[config.mk]
export PLATFORM = sky130hd
export DESIGN_NAME = control_fsm_mc
export DESIGN_NICKNAME = d
export VERILOG_FILES = /design/src/rtl/control_fsm_mc.sv
export SDC_FILE = /design/constraint.sdc
export NUM_CORES = 1
export LEC_CHECK = 0
export ABC_AREA = 1
export ABC_CLOCK_PERIOD_IN_PS = 1990
export CAP_MARGIN = 10
export CORE_MARGIN = 2
export CORE_UTILIZATION = 44
export DETAILED_ROUTE_END_ITERATION = 12
export PLACE_DENSITY = 0.81
export SKIP_LAST_GASP = 1
export SYNTH_ARGS = -nofsm -noshare
export SYNTH_HDL_FRONTEND = slang
export SYNTH_SLANG_ARGS = --single-unit
[constraint.sdc]
create_clock -name clk -period 1.99 [get_ports clk]
set_input_delay 0.398 -clock clk [delete_from_list [all_inputs] [get_ports clk]]
set_output_delay 0.398 -clock clk [all_outputs]
set_load 0.01 [all_outputs]
[src/rtl/control_fsm_mc.sv]
// Multicycle control FSM for the 16-bit processor datapath.
// Sequences fetch / decode / execute / writeback and drives the strobes for
// the register file, ALU, shifter, PC and dual-port memory. Memory accesses
// (instruction fetch, load, store) use a request/ready handshake. If ready
// does not arrive within TIMEOUT wait cycles, the access is abandoned.
// Illegal opcodes and abandoned accesses raise a one-cycle fault pulse with
// a sticky fault code.
//
// Ports
//   clk, reset                 clock, synchronous active-high reset
//   opCode1, opCode2           instruction opcode fields
//   conditionCode              branch / jump condition select
//   shiftAmtIn / shiftAmtOut   shift amount, passed straight through
//   PSR                        processor status; only PSR[4:0] is used
//   mem_ready, mem_req         memory handshake
//   halt                       hold in FETCH without issuing
//   storeReg .. PCinstruction  single-bit datapath strobes
//   shifterControl, ALUcontrol unit opcodes
//   result                     result mux select
//   fault, fault_code          fault pulse; 01 illegal opcode, 10 timeout
//
// state  | meaning
// -------+----------------------------------------------
// FETCH  | issue the instruction fetch (or idle on halt)
// FWAIT  | wait for instruction memory ready
// DECODE | decode opCode1, load the immediate register
// MEMADR | decode memory / jump sub-op from opCode2
// LRD    | load: wait for data memory ready
// LWR    | load: write the loaded data to the register file
// SWR    | store: write memory, wait for ready
// REX    | register-register ALU execute
// RWR    | register-register writeback
// IEX    | immediate ALU execute
// IWR    | immediate writeback
// SEX    | shift / LUI execute
// SWB    | shift writeback
// BEX    | conditional branch
// JEX    | jump-and-link execute
// JWR    | jump-and-link writeback of the return address
// JCEX   | conditional jump
// FAULT  | one-cycle fault report
module control_fsm_mc #(
  parameter int PSR_W   = 8,
  parameter int TIMEOUT = 15,
  parameter int SHAMT_W = 4
) (
  input  logic               clk,
  input  logic               reset,
  input  logic [3:0]         opCode1,
  input  logic [3:0]         opCode2,
  input  logic [3:0]         conditionCode,
  input  logic [SHAMT_W-1:0] shiftAmtIn,
  input  logic [PSR_W-1:0]   PSR,
  input  logic               mem_ready,
  input  logic               halt,
  output logic               mem_req,
  output logic               storeReg,
  output logic               zeroExtend,
  output logic               SrcB,
  output logic               JmpEN,
  output logic               BranchEN,
  output logic               JALEN,
  output logic               PCEN,
  output logic               resultEN,
  output logic               immediateRegEN,
  output logic               updateAddress,
  output logic               wren_a,
  output logic               wren_b,
  output logic               nextInstruction,
  output logic               writeData,
  output logic               PSREN,
  output logic               regWriteEN,
  output logic               PCinstruction,
  output logic [3:0]         shifterControl,
  output logic [3:0]         ALUcontrol,
  output logic [1:0]         result,
  output logic [SHAMT_W-1:0] shiftAmtOut,
  output logic               fault,
  output logic [1:0]         fault_code
);

  typedef enum logic [4:0] {
    S_FETCH, S_FWAIT, S_DECODE, S_MEMADR, S_LRD, S_LWR, S_SWR, S_REX, S_RWR,
    S_IEX, S_IWR, S_SEX, S_SWB, S_BEX, S_JEX, S_JWR, S_JCEX, S_FAULT
  } state_t;

  localparam logic [7:0] WAIT_TC    = 8'(TIMEOUT - 1);
  localparam logic [1:0] FC_ILLEGAL = 2'b01;
  localparam logic [1:0] FC_TIMEOUT = 2'b10;

  state_t     state, state_next;
  logic [7:0] wait_cnt, wait_cnt_next;
  logic [1:0] fault_code_q, fault_code_next;
  logic       timeout_hit;
  logic       pass;
  logic [4:0] p;
  logic       unused_psr;

  assign p           = PSR[4:0];
  assign unused_psr  = ^PSR;
  assign shiftAmtOut = shiftAmtIn;
  assign fault_code  = reset ? 2'b00 : fault_code_q;

  // wait_cnt holds the number of wait cycles already spent, so the last
  // permitted wait cycle is the one where it equals TIMEOUT-1.
  assign timeout_hit = (wait_cnt == WAIT_TC);

  always_comb begin
    pass = 1'b0;
    case (conditionCode)
      4'h0: pass = p[4];
      4'h1: pass = !p[4];
      4'h2: pass = p[3];
      4'h3: pass = !p[3];
      4'h4: pass = p[0];
      4'h5: pass = !p[0];
      4'h6: pass = p[1];
      4'h7: pass = !p[1];
      4'h8: pass = p[2];
      4'h9: pass = !p[2];
      4'hA: pass = !p[4] && !p[0];
      4'hB: pass = p[4] || p[0];
      4'hC: pass = !p[1] && !p[4];
      4'hD: pass = p[4] || p[1];
      4'hE: pass = 1'b1;
      default: pass = 1'b0;
    endcase
  end

  always_ff @(posedge clk) begin
    if (reset) begin
      state        <= S_FETCH;
      wait_cnt     <= '0;
      fault_code_q <= '0;
    end else begin
      state        <= state_next;
      wait_cnt     <= wait_cnt_next;
      fault_code_q <= fault_code_next;
    end
  end

  // The counter only survives while still waiting; every other path clears it.
  always_comb begin
    state_next      = state;
    wait_cnt_next   = '0;
    fault_code_next = fault_code_q;
    case (state)
      S_FETCH: if (!halt) state_next = S_FWAIT;
      S_FWAIT: begin
        if (mem_ready) begin
          state_next = S_DECODE;
        end else if (timeout_hit) begin
          state_next      = S_FAULT;
          fault_code_next = FC_TIMEOUT;
        end else begin
          wait_cnt_next = wait_cnt + 8'd1;
        end
      end
      S_DECODE: begin
        case (opCode1)
          4'h0: state_next = S_REX;
          4'h4: state_next = S_MEMADR;
          4'h8, 4'hF: state_next = S_SEX;
          4'h1, 4'h2, 4'h3, 4'h5, 4'h9, 4'hB, 4'hD: state_next = S_IEX;
          4'hC: state_next = S_BEX;
          default: begin
            state_next      = S_FAULT;
            fault_code_next = FC_ILLEGAL;
          end
        endcase
      end
      S_MEMADR: begin
        case (opCode2)
          4'h0: state_next = S_LRD;
          4'h4: state_next = S_SWR;
          4'h8: state_next = S_JEX;
          4'hA: state_next = S_JCEX;
          default: begin
            state_next      = S_FAULT;
            fault_code_next = FC_ILLEGAL;
          end
        endcase
      end
      S_LRD: begin
        if (mem_ready) begin
          state_next = S_LWR;
        end else if (timeout_hit) begin
          state_next      = S_FAULT;
          fault_code_next = FC_TIMEOUT;
        end else begin
          wait_cnt_next = wait_cnt + 8'd1;
        end
      end
      S_SWR: begin
        if (mem_ready) begin
          state_next = S_FETCH;
        end else if (timeout_hit) begin
          state_next      = S_FAULT;
          fault_code_next = FC_TIMEOUT;
        end else begin
          wait_cnt_next = wait_cnt + 8'd1;
        end
      end
      S_REX:   state_next = S_RWR;
      S_IEX:   state_next = S_IWR;
      S_SEX:   state_next = S_SWB;
      S_JEX:   state_next = S_JWR;
      default: state_next = S_FETCH;
    endcase
  end

  always_comb begin
    mem_req         = 1'b0;
    storeReg        = 1'b0;
    zeroExtend      = 1'b1;
    SrcB            = 1'b1;
    JmpEN           = 1'b0;
    BranchEN        = 1'b0;
    JALEN           = 1'b0;
    PCEN            = 1'b0;
    resultEN        = 1'b0;
    immediateRegEN  = 1'b0;
    updateAddress   = 1'b1;
    wren_a          = 1'b0;
    wren_b          = 1'b0;
    nextInstruction = 1'b0;
    writeData       = 1'b1;
    PSREN           = 1'b0;
    regWriteEN      = 1'b0;
    PCinstruction   = 1'b0;
    shifterControl  = 4'h0;
    ALUcontrol      = 4'h5;
    result          = 2'h1;
    fault           = 1'b0;
    if (!reset) begin
      case (state)
        S_FETCH: begin
          if (!halt) begin
            nextInstruction = 1'b1;
            PCinstruction   = 1'b1;
            PCEN            = 1'b1;
            mem_req         = 1'b1;
          end
        end
        S_FWAIT: begin
          nextInstruction = 1'b1;
          mem_req         = 1'b1;
        end
        S_DECODE: begin
          immediateRegEN = 1'b1;
          SrcB           = 1'b0;
          // Only the logical/unsigned immediate ops keep zero extension
          // when the sign-select bit of opCode2 is set.
          if (opCode2[3])
            zeroExtend = (opCode1 == 4'h1) || (opCode1 == 4'h2) ||
                         (opCode1 == 4'h3) || (opCode1 == 4'hD);
        end
        S_LRD: begin
          updateAddress = 1'b0;
          mem_req       = 1'b1;
        end
        S_LWR: begin
          writeData  = 1'b0;
          regWriteEN = 1'b1;
        end
        S_SWR: begin
          storeReg      = 1'b1;
          updateAddress = 1'b0;
          wren_a        = 1'b1;
          mem_req       = 1'b1;
        end
        S_REX: begin
          ALUcontrol = opCode2;
          PSREN      = 1'b1;
          resultEN   = 1'b1;
        end
        S_RWR: regWriteEN = (opCode2 != 4'hB);
        S_IEX: begin
          ALUcontrol = opCode1;
          SrcB       = 1'b0;
          PSREN      = 1'b1;
          resultEN   = 1'b1;
        end
        S_IWR: regWriteEN = (opCode1 != 4'hB);
        S_SEX: begin
          if (opCode1 == 4'hF) begin
            SrcB           = 1'b0;
            shifterControl = 4'hF;
          end else begin
            SrcB           = (opCode2 == 4'h4);
            shifterControl = opCode2;
          end
          result   = 2'h0;
          resultEN = 1'b1;
        end
        S_SWB: regWriteEN = 1'b1;
        S_BEX: begin
          BranchEN      = pass;
          PCinstruction = 1'b1;
          SrcB          = 1'b0;
          PCEN          = 1'b1;
        end
        S_JEX: begin
          JALEN         = 1'b1;
          PCinstruction = 1'b1;
          result        = 2'h3;
          resultEN      = 1'b1;
          PCEN          = 1'b1;
        end
        S_JWR: regWriteEN = 1'b1;
        S_JCEX: begin
          JmpEN         = pass;
          PCinstruction = 1'b1;
          PCEN          = 1'b1;
        end
        S_FAULT: fault = 1'b1;
        default: ;
      endcase
    end
  end

endmodule

==> flow_summary_export.csv, run 1 <==
group,metric,value,unit
status,status,"complete, but fails checks",
status,violations,"negative setup slack",
cts,clock_path_buffers,2,
grt,overflow,0,
yosys,async_flop_share,0,%
finish,finalNetCount,406,
yosys,netlist_instances,273,
power,p_leak,0.00132,uW
yosys,synth_cell_types,34,
yosys,syn-num-nets,303,
grt,grt_pass1_vias,2085,
finish,antenna_cells,0,
worst_hold_path,hp-class,"reg -> reg",
power,pwr-share-clk,16.1,%
yosys,synth_top_area_share,19.2,%
cts,cts_tree,"built",
grt,grtUsageTotal,26.6,%
placed_design,place_congestion,0.961,
route,viasPerCell,5.22,
power,pwr-share-seq,32.3,%
critical_path,r2r_start,"state[1]",
yosys,yosysSeqAreaShare,19.2,%
sta,setup_viol,6,
cts,cts_inserted_buffers,3,
power,finalPower,1040,uW
yosys,synth.most_common_cell,"nand2_1",
yosys,avgSynthCellArea,5.72,um2
finish,area_growth,67.7,%
cts,clock-sinks,15,
finish,fill_cells,250,
die,dieHeight,63.6,um
die,rows,21,
route,num_vias,2197,
cts,cts_root_buffer,"clkbuf_4",
route,drc,0,
yosys,synth_seq_cells,15,
die,core,0.00336,mm2
cts,clk_pin_slew,80,ps
yosys,synth-main-ff-cell,"dfxtp_1",
route,first_pass_iters,5,
die,start_util,46.4,%
sta,fin_ws,-73.8,ps
placed_design,hpwl,3830,um
critical_path,arrival,1670,ps
critical_path,startpoint_type,"register",
sta,drv_slew,0,
sta,grt_setup_unrepaired,"true",
critical_path,worst-path-max-fanout,4,
grt,grt_max_degree,12,
power,peakVddDrop,0.287,mV
critical_path,worstSetupEndpointType,"output port",
cts,h-tree-depth,1,
power,internal_power,639,uW
grt,antenna_found_initial,0,
sta,max_freq,485,MHz
route,drtIter0Drc,169,
finish,finish.utilization,77.8,%
finish,multi_input_area,0.00118,mm2
flow_run,drv_cap,0,
critical_path,critical_path_class,"reg -> out",
die,die_x,63.6,um
power,p_comb_share,51.6,%
route,wl_per_cell,13.6,um
route,final_antenna_net_count,0,
power,swShare,38.8,%
route,routed_wl,5710,um
yosys,synthTopCellsByCount,"nand2_1 (63), nor2_1 (49), inv_1 (40)",
critical_path,critical_path_required,1590,ps
critical_path,crit_start,"state[4]",
power,p_switching,405,uW
grt,grt_pass1_wl,8840,um
cts,clock_latency,280,ps
yosys,synthTopCellsByArea,"dfxtp_1 (19%), nand2_1 (15%), nor2_1 (12%)",
sta,skew,2.90,ps
yosys,synth_edf_count,0,
yosys,synth_area,0.00156,mm2
sta,fin_crit,2060,ps
finish,regArea,314,um2
placed_design,place_ws,-568,ps
die,ioPinCount,63,
finish,drive_gt1_share,41.1,%
die,dieArea,0.00404,mm2
yosys,yosysWarnings,0,
sta,fin_crit_sh,104,%
sta,hold_viol_final,0,
yosys,synth_top_area_cell,"dfxtp_1",
power,power_density,399,mW/mm2
placed_design,io_buffers,50,
worst_hold_path,hp-start,"fault_code_q[0]",
[critical path, stage by stage (launching register included)]
cell     delay [ps]
dfxtp_4         380
buf_6           120
nor3_4          210
buf_4           160
buf_6           100
o21ai_0          70
a31oi_1         190
buf_2           160
[final timing paths]
kind | to | depth (start not counted) | slack, ps
worst min register to register | fault_code_q[0] | 2 | 460
worst min-delay path | fault_code_q[0] | 2 | 460
worst max-delay path | regWriteEN | 7 | -70
worst max register to register | fault_code_q[1] | 11 | 250
[layout by cell type (no fill, tap or decap), drive strengths merged, types with 7 or more instances in the layout]
cell,Yosys,routed
a21oi,17,17
inv,44,45
nand3,17,17
o21ai,16,16
clkbuf,0,9
dlygate4sd2,0,10
clkdlybuf4s50,0,10
buf,10,75
dfxtp,15,15
nand4,7,7
nand2,64,64
nor2,54,54
[area by class of cell]
type | instances | share of cell area [%]
multi-input cells | 203 | 45.3
well taps | 46 | 2.20
inverters | 45 | 6.74
clock buffers | 4 | 1.00
flip-flops and latches | 15 | 12.0
repair buffers | 108 | 32.8
[power groups by stage]
stage	combinational, uW	clock, uW	sequential [uW]
floorplan	226	0	338
global placement	454	0	339
CTS	468	172	336
global route	577	189	339
finish	539	168	337
detailed placement	463	0	339
[cell families (layout without fill, tap and decap cells)]
logic type,count (synthesis),count (layout),share of synthesized area [%]
adder cells (fa/ha/maj),2,2,1.60
other,1,1,0.240
buffers and inverters,55,157,16.2
XOR/XNOR,4,4,2.25
flip-flops,15,15,19.2
AO/OA/AOI/OAI,44,44,16.3
AND/OR/NAND/NOR,152,152,44.2
[repair_timing]
action,in CTS,in global routing
setup endpoints to repair,30,28
pin swaps,11,19
hold buffers,0,0
resized for setup,117,68
buffers inserted,6,5
cloned,0,0
[layer usage]
metal  global-route usage [%]  vias up  wire length [um]
met1                     30.8     1013              2260
met2                     49.2       97              2950
li1                         -     1072                 -
met4                     7.34        0               123
met3                     5.18       15               377
met5                        0        -                 0
[state kept, by name, indices dropped and copies added (netlist names)]
name / count
wait_cnt: 8
fault_code_q: 2
state: 5
[stage by stage]
step	area [um2]	instances	setup TNS (ps)	hold slack (ps)
after global placement	2390	406	-8240	444
after floorplan	1560	273	0	430
after detailed placement	2390	406	-8750	447
after CTS	2490	416	-485	460
final	2620	421	-192	457
after global routing	2620	421	-1070	492
(Power assumes the default switching activity.)
==> inputs of run 2 (changes only) <==
CORE_UTILIZATION = 63   (was 44)
DONT_BUFFER_PORTS = 1   (was not set)
PLACE_DENSITY = 0.79   (was 0.81)
==> flow_summary_export.csv, run 2 (synthesis results as in run 1) <==
group,metric,value,unit
power,pwr-share-clk,21.6,%
power,peakVddDrop,0.464,mV
worst_hold_path,hp-class,"in -> reg",
flow_run,drv_cap,0,
sta,hold_viol_final,0,
die,dieArea,0.00289,mm2
power,internal_power,493,uW
finish,antenna_cells,0,
critical_path,path_depth,6,
power,p_comb_share,35.9,%
grt,grt_pass1_wl,5890,um
cts,cts_inserted_buffers,3,
finish,largest_reg_flops,8,
critical_path,arrival,1530,ps
critical_path,startpoint_type,"register",
sta,fin_crit_sh,96.7,%
placed_design,hpwl,3050,um
cts,clock-sinks,15,
cts,clock_path_buffers,2,
finish,regMostFlops,"wait_cnt",
die,core,0.00241,mm2
cts,h-tree-depth,1,
die,rows,18,
route,first_pass_iters,4,
critical_path,critical_path_required,1590,ps
sta,setup_viol,0,
grt,antenna_found_initial,0,
critical_path,critPathSlowestCell,"dfxtp_2",
finish,final_common_cell,"nand2_1",
die,dieHeight,53.8,um
finish,finalNetCount,308,
sta,skew,4.93,ps
critical_path,critPathCapture,"shifterControl[3]",
grt,grt_max_degree,22,
critical_path,worst-path-buf-inv,2,
power,finalPower,800,uW
die,die_x,53.8,um
finish,final_cell_mix,"nand2_1 (59), nor2_1 (45), inv_1 (39), nand3_1 (13), o21ai_0 (13)",
sta,max_freq,519,MHz
placed_design,placed_cells,299,
cts,clock_latency,290,ps
power,swShare,38.4,%
cts,clk_pin_slew,80,ps
critical_path,crit_chain,"nand2_1, inv_1, nand2_1, inv_1, nand2_2, a21oi_2",
power,p_leak,0.000784,uW
critical_path,reg2reg_depth,9,
finish,drive_gt1_share,19.1,%
critical_path,worst-path-max-fanout,6,
sta,slew_headroom,62.3,%
sta,hold_ws,164,ps
route,routed_wl,3870,um
route,final_antenna_net_count,0,
cts,cts_tree,"built",
sta,drv_slew,0,
power,p_switching,307,uW
power,power_density,479,mW/mm2
sta,worst_pin_slew,560,ps
route,viasPerCell,5.52,
worst_hold_path,hp-start,"reset",
critical_path,r2r_start,"state[2]",
critical_path,rrSetupSlack,490,ps
finish,reg.largest.list,"wait_cnt x8, state x5, fault_code_q x2",
critical_path,worstSetupEndpointType,"output port",
critical_path,critical_path_class,"reg -> out",
route,drtIter0Drc,56,
critical_path,critPathTopFamily,"flip-flops",
route,drc,0,
placed_design,place_congestion,0.943,
finish,area_growth,7.06,%
grt,grt_pass1_vias,1355,
grt,overflow,0,
status,status,"completed",
cts,cts_root_buffer,"clkbuf_4",
sta,fin_crit,1930,ps
die,start_util,64.7,%
power,pwr-share-seq,42.5,%
route,wl_per_cell,12.6,um
placed_design,io_buffers,0,
die,ioPinCount,63,
critical_path,rr_endpoint,"fault_code_q[1]",
critical_path,slowest_delay,430,ps
grt,grtUsageTotal,27.8,%
route,num_vias,1695,
critical_path,crit_start,"state[1]",
sta,grt_setup_unrepaired,"true",
finish,fin_cells,307,
## run 2: changes by cell type in the layout (fill, tap and decap cells not counted), moves of 8 or more
cell,previous run,this run
buf_4,51,10
clkdlybuf4s50_1,10,0
nor2_1,37,45
dlygate4sd2_1,10,0
buf_2,16,0
buf_6,8,0
nand2_1,50,59
## run 2: area by class of cell
type                    count  area, um2
multi-input cells         203       1060
fillers                   239        739
flip-flops and latches     15        305
inverters                  45        170
repair buffers             10       75.1
well taps                  30       37.5
clock buffers               4       26.3
## run 2: worst min path at each step
stage,endpoint,slack [ps],cells past startpoint
finish,fault_code_q[1],160,1
global route,state[1],140,1
global placement,fault_code_q[0],450,2
floorplan,wait_cnt[0],430,1
detailed placement,fault_code_q[0],450,2
CTS,fault_code_q[1],160,1
## run 2: metrics by stage
| stage | utilization (%) | instance area, um2 | TNS [ps] | setup WS (ps) |
|---|---|---|---|---|
| final | 69.3 | 1670 | 0 | 64.8 |
| after global routing | 69.3 | 1670 | -167 | -50.5 |
| after CTS | 67.4 | 1630 | 0 | 2.23 |
| after detailed placement | 64.7 | 1560 | 0 | 235 |
| after global placement | 64.7 | 1560 | 0 | 237 |
| after floorplan | - | 1560 | 0 | 221 |
## run 2: worst reg2reg max path: stages (launching register included)
cell and delay [ps]:
dfxtp_2 370, nor2_2 150, buf_4 150, nand3_2 140, nand2_1 140, nand2_1 130
nand2_1 120, nand3_2 80, nand2_1 80, a21oi_2 50
## run 2: power groups by stage
stage / clock [uW] / combinational [uW] / sequential [uW]
finish: 173 / 288 / 340
global route: 194 / 319 / 342
CTS: 177 / 275 / 338
detailed placement: 0 / 270 / 344
global placement: 0 / 264 / 344
floorplan: 0 / 226 / 338
## run 2: per-layer routing
layer	share of wire [%]	GRT usage [%]
met4	0.70	4.70
met5	0	0
met2	47	42.5
met1	44	39.2
met3	9.1	7.78
## run 2: timing repair
item                                    4_1_cts  5_1_grt
gates resized for setup                       4       15
hold buffers                                  0        0
cloned                                        0        0
setup buffers                                 4        0
endpoints found under the setup margin       10       18
pin swaps                                     1        1
==> inputs of run 3 (changes only) <==
SKIP_LAST_GASP = not set   (was 1)
==> flow_summary_export.csv, run 3 (synthesis results as in run 1) <==
group,metric,value,unit
status,status,"completed",
sta,fin_crit,1930,ps
finish,drive_gt1_share,19.9,%
finish,antenna_cells,0,
sta,fin_setup_tns,0,ps
critical_path,critical_path_required,1590,ps
die,rows,18,
grt,grtUsageTotal,27.8,%
route,drtIter0Drc,48,
route,routed_wl,3870,um
placed_design,placed_cells,299,
route,final_antenna_net_count,0,
grt,overflow,0,
route,wl_per_cell,12.6,um
route,drt-met1-wl,1730,um
finish,final_cell_mix,"nand2_1 (59), nor2_1 (45), inv_1 (39), o21ai_0 (13), nand3_1 (12)",
worst_hold_path,hp-class,"in -> reg",
flow_run,drv_cap,0,
sta,fin_crit_sh,96.7,%
die,ioPinCount,63,
worst_hold_path,hold_end,"fault_code_q[1]",
critical_path,arrival,1530,ps
sta,skew,4.85,ps
sta,slew_headroom,62.3,%
finish,area_growth,7.62,%
finish,fin_cells,307,
critical_path,r2r_start,"state[2]",
route,wl_met3,321,um
sta,drv_slew,0,
sta,grt_setup_unrepaired,"true",
power,power_density,476,mW/mm2
cts,clk_pin_slew,80,ps
route,num_vias,1688,
grt,antenna_found_initial,0,
grt,grt_pass1_wl,5890,um
critical_path,rr_endpoint,"fault_code_q[1]",
finish,reg.largest.list,"wait_cnt x8, state x5, fault_code_q x2",
placed_design,hpwl,3050,um
route,drc,0,
route,top_layer,"met4",
route,dr_wl_met2,1790,um
die,dieHeight,53.8,um
cts,h-tree-depth,1,
critical_path,reg2reg_depth,9,
worst_hold_path,hp-start,"reset",
worst_hold_path,whs_path_depth,1,
placed_design,place_congestion,0.943,
cts,clock_path_buffers,2,
sta,hold_viol_final,0,
power,peakVddDrop,0.463,mV
critical_path,rrSetupSlack,480,ps
grt,grt_pass1_vias,1355,
finish,largest_reg_flops,8,
cts,cts_tree,"built",
die,core,0.00241,mm2
finish,regMostFlops,"wait_cnt",
cts,clock_latency,290,ps
sta,worst_pin_slew,560,ps
cts,clock-sinks,15,
route,first_pass_iters,5,
power,p_leak,0.000785,uW
placed_design,io_buffers,0,
route,viasPerCell,5.50,
finish,finalNetCount,308,
sta,setup_viol,0,
grt,grt_max_degree,22,
cts,cts_inserted_buffers,3,
die,die_x,53.8,um
cts,cts_root_buffer,"clkbuf_4",
critical_path,startpoint_type,"register",
die,start_util,64.7,%
critical_path,critical_path_class,"reg -> out",
finish,final_common_cell,"nand2_1",
critical_path,worst-path-max-fanout,6,
critical_path,worstSetupEndpointType,"output port",
sta,max_freq,519,MHz
die,dieArea,0.00289,mm2
==> run 3: layout make-up <==
| cell class | instances | area [um2] |
|---|---|---|
| inverter | 45 | 170 |
| fill | 239 | 731 |
| timing repair buffer | 10 | 75.1 |
| multi-input combinational | 203 | 1060 |
| clock buffer | 4 | 26.3 |
| sequential | 15 | 305 |
| tap | 30 | 37.5 |
==> run 3: report_power, final <==
| group | switching [uW] | internal (uW) |
|---|---|---|
| Clock | 94.1 | 78.0 |
| Combinational | 189 | 98.4 |
| Sequential | 22.9 | 317 |
==> run 3: per-stage QoR <==
stage	area [um2]	total power, uW	utilization (%)	hold WS [ps]	setup slack [ps]
6_report	1680	800	69.7	168	64.7
3_3_place_gp	1560	608	64.7	446	237
5_1_grt	1680	856	69.7	140	-35.3
4_1_cts	1630	790	67.4	157	2.23
3_5_place_dp	1560	613	64.7	451	235
2_1_floorplan	1560	564	-	430	221
==> run 3: worst max-delay path, cell delays in order (launching register included) <==
cell	delay [ps]
dfxtp_1	370
inv_2	90
nor3_2	210
nand2_1	140
inv_1	110
nand2_2	130
a21oi_2	200
==> run 3: how the worst max path moves through the flow <==
stage               startpoint                 to  slack, ps  cells past startpoint
finish                state[3]  shifterControl[3]         60                      6
floorplan             state[2]      PCinstruction        220                      6
global route          state[3]  shifterControl[0]        -40                      6
global placement      state[1]  shifterControl[2]        240                      6
CTS                   state[0]  shifterControl[2]          2                      6
detailed placement    state[1]  shifterControl[2]        230                      6
==> run 3: timing repair <==
item / 4_1_cts / 5_1_grt
setup buffers: 4 / 0
gates cloned: 0 / 0
hold buffers: 0 / 0
endpoints found under the setup margin: 10 / 18
pin swaps: 1 / 1
gates resized for setup: 4 / 17
==> run 3: metal layers <==
metal / vias to the layer above / global-route usage, %
met3: 5 / 7.78
met5: - / 0
met4: 0 / 4.70
li1: 871 / -
met1: 740 / 39.2
met2: 72 / 42.5
